--- src/rtl/shift_seq_arb.sv ---
// Two-requester round-robin arbiter in front of a 16-bit shifter that resolves
// one bit of the shift amount per cycle, giving a fixed five-cycle latency.
module shift_seq_arb (
    input  logic        clk,
    input  logic        rst_n,
    input  logic        req0,
    input  logic        req1,
    input  logic [1:0]  op0,
    input  logic [1:0]  op1,
    input  logic [15:0] in0,
    input  logic [15:0] in1,
    input  logic [3:0]  amt0,
    input  logic [3:0]  amt1,
    output logic        gnt0,
    output logic        gnt1,
    output logic        busy,
    output logic        done,
    output logic        done_id,
    output logic [15:0] result
);

    typedef enum logic [2:0] {IDLE, S0, S1, S2, S3, DONE} state_t;

    state_t      state_q, state_d;
    logic [1:0]  op_q;
    logic [3:0]  amt_q;
    logic [15:0] work_q, work_d;
    logic [15:0] result_q;
    logic        idx_q;
    logic        doneId_q;
    logic        last_q;
    logic        stepEn;
    logic [4:0]  stepDist;

    // Rotates come out of a doubled copy of the word; logical shifts zero-fill.
    function automatic logic [15:0] moveBits(input logic [15:0] v,
                                             input logic [1:0]  op,
                                             input logic [4:0]  n);
        logic [31:0] dbl;
        logic [31:0] tmp;
        dbl = {v, v};
        tmp = '0;
        case (op)
            2'b00: begin
                tmp = dbl << n;
                moveBits = tmp[31:16];
            end
            2'b01: moveBits = v << n;
            2'b10: begin
                tmp = dbl >> n;
                moveBits = tmp[15:0];
            end
            default: moveBits = v >> n;
        endcase
    endfunction

    always_comb begin
        state_d  = state_q;
        gnt0     = 1'b0;
        gnt1     = 1'b0;
        stepEn   = 1'b0;
        stepDist = 5'd1;
        case (state_q)
            IDLE: begin
                // On a conflict, the requester not served last wins.
                if (req0 && req1) begin
                    gnt0 = last_q;
                    gnt1 = ~last_q;
                end else begin
                    gnt0 = req0;
                    gnt1 = req1;
                end
                if (req0 || req1) state_d = S0;
            end
            S0: begin
                stepEn   = amt_q[0];
                stepDist = 5'd1;
                state_d  = S1;
            end
            S1: begin
                stepEn   = amt_q[1];
                stepDist = 5'd2;
                state_d  = S2;
            end
            S2: begin
                stepEn   = amt_q[2];
                stepDist = 5'd4;
                state_d  = S3;
            end
            S3: begin
                stepEn   = amt_q[3];
                stepDist = 5'd8;
                state_d  = DONE;
            end
            DONE:    state_d = IDLE;
            default: state_d = IDLE;
        endcase
        work_d = stepEn ? moveBits(work_q, op_q, stepDist) : work_q;
    end

    always_ff @(posedge clk or negedge rst_n) begin
        if (!rst_n) state_q <= IDLE;
        else        state_q <= state_d;
    end

    // The result register loads on the way into DONE so it is valid with the pulse.
    always_ff @(posedge clk or negedge rst_n) begin
        if (!rst_n) begin
            op_q     <= 2'b00;
            amt_q    <= 4'd0;
            work_q   <= 16'h0000;
            idx_q    <= 1'b0;
            last_q   <= 1'b1;
            result_q <= 16'h0000;
            doneId_q <= 1'b0;
        end else begin
            if (state_q == IDLE && (req0 || req1)) begin
                op_q   <= gnt1 ? op1  : op0;
                amt_q  <= gnt1 ? amt1 : amt0;
                work_q <= gnt1 ? in1  : in0;
                idx_q  <= gnt1;
                last_q <= gnt1;
            end else if (state_q inside {S0, S1, S2, S3}) begin
                work_q <= work_d;
            end
            if (state_q == S3) begin
                result_q <= work_d;
                doneId_q <= idx_q;
            end
        end
    end

    assign busy    = (state_q != IDLE);
    assign done    = (state_q == DONE);
    assign done_id = doneId_q;
    assign result  = result_q;

endmodule
--- config.mk ---
export PLATFORM = sky130hd
export DESIGN_NAME = shift_seq_arb
export DESIGN_NICKNAME = d
export VERILOG_FILES = /design/src/rtl/shift_seq_arb.sv
export SDC_FILE = /design/constraint.sdc
export NUM_CORES = 1
export LEC_CHECK = 0
export BUFFER_PORTS_ARGS = -buffer_cell sky130_fd_sc_hd__buf_2
export CORE_UTILIZATION = 50
export CTS_BUF_LIST = sky130_fd_sc_hd__clkbuf_8
export DETAILED_ROUTE_END_ITERATION = 7
export GPL_ROUTABILITY_DRIVEN = 0
export PLACE_DENSITY = 0.72
export SKIP_CTS_REPAIR_TIMING = 1
export SLEW_MARGIN = 20
export SYNTH_ARGS = -nofsm -noshare
export SYNTH_HDL_FRONTEND = slang
export SYNTH_SLANG_ARGS = --single-unit
--- constraint.sdc ---
create_clock -name clk -period 4 [get_ports clk]
set_clock_uncertainty 0.15 [all_clocks]
set_input_delay 0.4 -clock clk [delete_from_list [all_inputs] [get_ports clk]]
set_output_delay 0.4 -clock clk [all_outputs]
set_load 0.03 [all_outputs]
==> flow_metrics.env <==
export IMPL_syn_area_per_cell_um2=7.73
export IMPL_ys_types=81
export IMPL_area_delta_synth_final_pct=8.55
export IMPL_ys_warn_count=0
export IMPL_synth_edf_count=0
export IMPL_status="finished, violations left"
export IMPL_vias=4563
export IMPL_p_comb_frac=0.670
export IMPL_period_share=0.761
export IMPL_power_density_mw_per_mm2=1020
export IMPL_clk_latency_ns=0.31
export IMPL_clockBufferDepth=2
export IMPL_drt_first_pass_iters=8
export IMPL_path_class="register to register"
export IMPL_post_route_util=0.563
export IMPL_violations="DRC"
export IMPL_synth_cells=521
export IMPL_core_mm2=0.00777
export IMPL_cts_buffers=5
export IMPL_clock_root_buffer="clkbuf_8"
export IMPL_antenna_found_initial=0
export IMPL_antenna_left=0
export IMPL_finalCriticalPeriod_ns=3.04
export IMPL_pwr_share_seq=0.261
export IMPL_fin_nets=597
export IMPL_die_h_um=91.7
export IMPL_port_buffers=68
export IMPL_synth_seq_cells=44
export IMPL_ys_async_sr_fraction=1.00
export IMPL_netlist_top_cell_by_area="dfrtp_1"
export IMPL_drtIter0Drc=921
export IMPL_switching_share=0.574
export IMPL_initial_core_util=0.518
export IMPL_arrival_ns=3.08
export IMPL_use_met3=0.0721
export IMPL_use_met2=0.504
export IMPL_design_area_mm2=0.00437
export IMPL_layout_drive_gt1_share=0.218
export IMPL_dp_slack_ns=1.14
export IMPL_place_area_mm2=0.00426
export IMPL_ir_drop_mv=0.554
export IMPL_routed_wl_um=14000
export IMPL_cts_max_level=2
export IMPL_cts_tree="done"
export IMPL_syn_nets=569
export IMPL_hold_viol_final=0
export IMPL_die_area_mm2=0.00842
export IMPL_p_leak_nw=1.85
export IMPL_relSlewSlack=0.368
export IMPL_via_per_inst=7.00
export IMPL_critPathRequiredTime_ns=4.04
export IMPL_grt_ovfl_total=0
export IMPL_final_cells=652
export IMPL_pin_count=69
export IMPL_timing_final_ws_setup_ns=0.955
export IMPL_tns_ns=0
export IMPL_synth_ff_type="dfrtp_1"
export IMPL_ys_top_cells_by_area="dfrtp_1, nand2_1, a21oi_1"
export IMPL_power_switching_mw=2.56
export IMPL_grt_busiest_layer="met2"
export IMPL_yosysSeqAreaShare=0.274
export IMPL_endpoint_kind="register"
export IMPL_p_int_mw=1.90
export IMPL_grt_max_degree=45
export IMPL_timing_reg2reg_setup_slack_ns=0.96
export IMPL_drc=40
export IMPL_clock_sinks=44
export IMPL_syn_area_mm2=0.00403
export IMPL_met1_usage=0.465
export IMPL_diodes=0
export IMPL_post_place_cells=643
export IMPL_path_clk_slew_ns=0.10
export IMPL_grt_pass1_wl_um=22400
export IMPL_setup_violations=0
export IMPL_critPathLaunchType="register"
export IMPL_num_rows=32
export IMPL_wl_per_cell_um=21.5
export IMPL_die_x_um=91.7
export IMPL_hp_class="input pin to register"
export IMPL_drv_cap=0
export IMPL_clock_fmax_mhz=328
export IMPL_crit_fanout=26
export IMPL_synth_top_area_share=0.267
export IMPL_grt_setup_unrepaired="false"
export IMPL_track_usage=0.341
export IMPL_pwr_share_clk=0.069
export IMPL_dp_hpwl_um=9370
export IMPL_grt_pass1_vias=4335
export IMPL_drv_slew=0
export IMPL_worst_pin_slew_ns=0.947
==> Yosys cell counts, drive strengths merged (11+ instances only) <==
| master | number |
|---|---|
| o221ai | 17 |
| o211ai | 13 |
| inv | 12 |
| nand2 | 70 |
| buf | 41 |
| dfrtp | 43 |
| clkbuf | 22 |
| a21oi | 47 |
| o21ai | 43 |
| nand3 | 11 |
| o22ai | 14 |
| nor2 | 43 |
==> logic make-up after synthesis <==
logic type | Yosys count | share of synthesized area
AO/OA/AOI/OAI | 218 | 0.386
XOR/XNOR | 1 | 0.00218
buffers and inverters | 76 | 0.0985
flip-flops | 44 | 0.274
multiplexers | 14 | 0.0388
AND/OR/NAND/NOR | 168 | 0.201
==> final timing paths <==
path,to,cells after the start,start
setup / recovery,work_q[3],7,state_q[0]
hold / removal,op_q[0],3,op0[0]
setup reg to reg,work_q[3],7,state_q[0]
hold reg to reg,done_id,2,done_id
max in group asynchronous,state_q[2],2,rst_n
min in group asynchronous,result[2],2,rst_n
==> worst max-delay path: stages, from the launching register on <==
cell and delay (ns):
dfrtp_1 0.81, buf_4 0.41, inv_2 0.18, nor2_2 0.50, o21ai_0 0.19, a311o_1 0.34
a31oi_1 0.22, o31ai_1 0.11
==> per-layer routing <==
layer  wire length (um)  vias up  share of wire
li1                   -     2004              -
met5                  0        -              0
met2               5910      386           0.42
met4                902        0          0.064
met3               1840      119           0.13
met1               5370     2054           0.38
==> power groups by stage <==
stage | Combinational (mW) | Clock, mW | Sequential, mW
3_5_place_dp | 2.89 | 0 | 1.12
4_1_cts | 2.90 | 0.308 | 1.11
3_3_place_gp | 2.85 | 0 | 1.12
6_report | 2.99 | 0.309 | 1.17
5_1_grt | 3.21 | 0.327 | 1.17
2_1_floorplan | 2.31 | 0 | 0.971
==> final cells by class <==
type	count	area, um^2
well taps	102	128
repair buffers	84	465
inverters	13	48.8
clock inverters	2	13.8
clock buffers	6	82.6
flip-flops and latches	44	1100
fillers	759	3400
multi-input cells	401	2530
==> sequential cells by signal, indices dropped and copies added, names as in the netlist <==
signal   flops
amt_q        4
state_q      3
last_q       1
result      16
work_q      16
idx_q        1
op_q         2
done_id      1
==> cells in the final DEF (no fill, tap or decap), types with 14 or more instances in the layout <==
cell type,Yosys,routed
a21oi_1,47,47
buf_2,26,67
buf_4,7,16
dfrtp_1,43,43
nand2_1,70,70
nor2_1,40,39
o21ai_0,40,40
o221ai_1,16,16
o22ai_1,14,14
==> stage by stage <==
step / power, mW / hold WS, ns
floorplan: 3.28 / -0.0456
finish: 4.47 / 0.209
detailed placement: 4.00 / 0.312
global route: 4.70 / 0.245
global placement: 3.96 / 0.306
CTS: 4.32 / 0.151
Note: power is estimated with default switching activity, not from simulation.
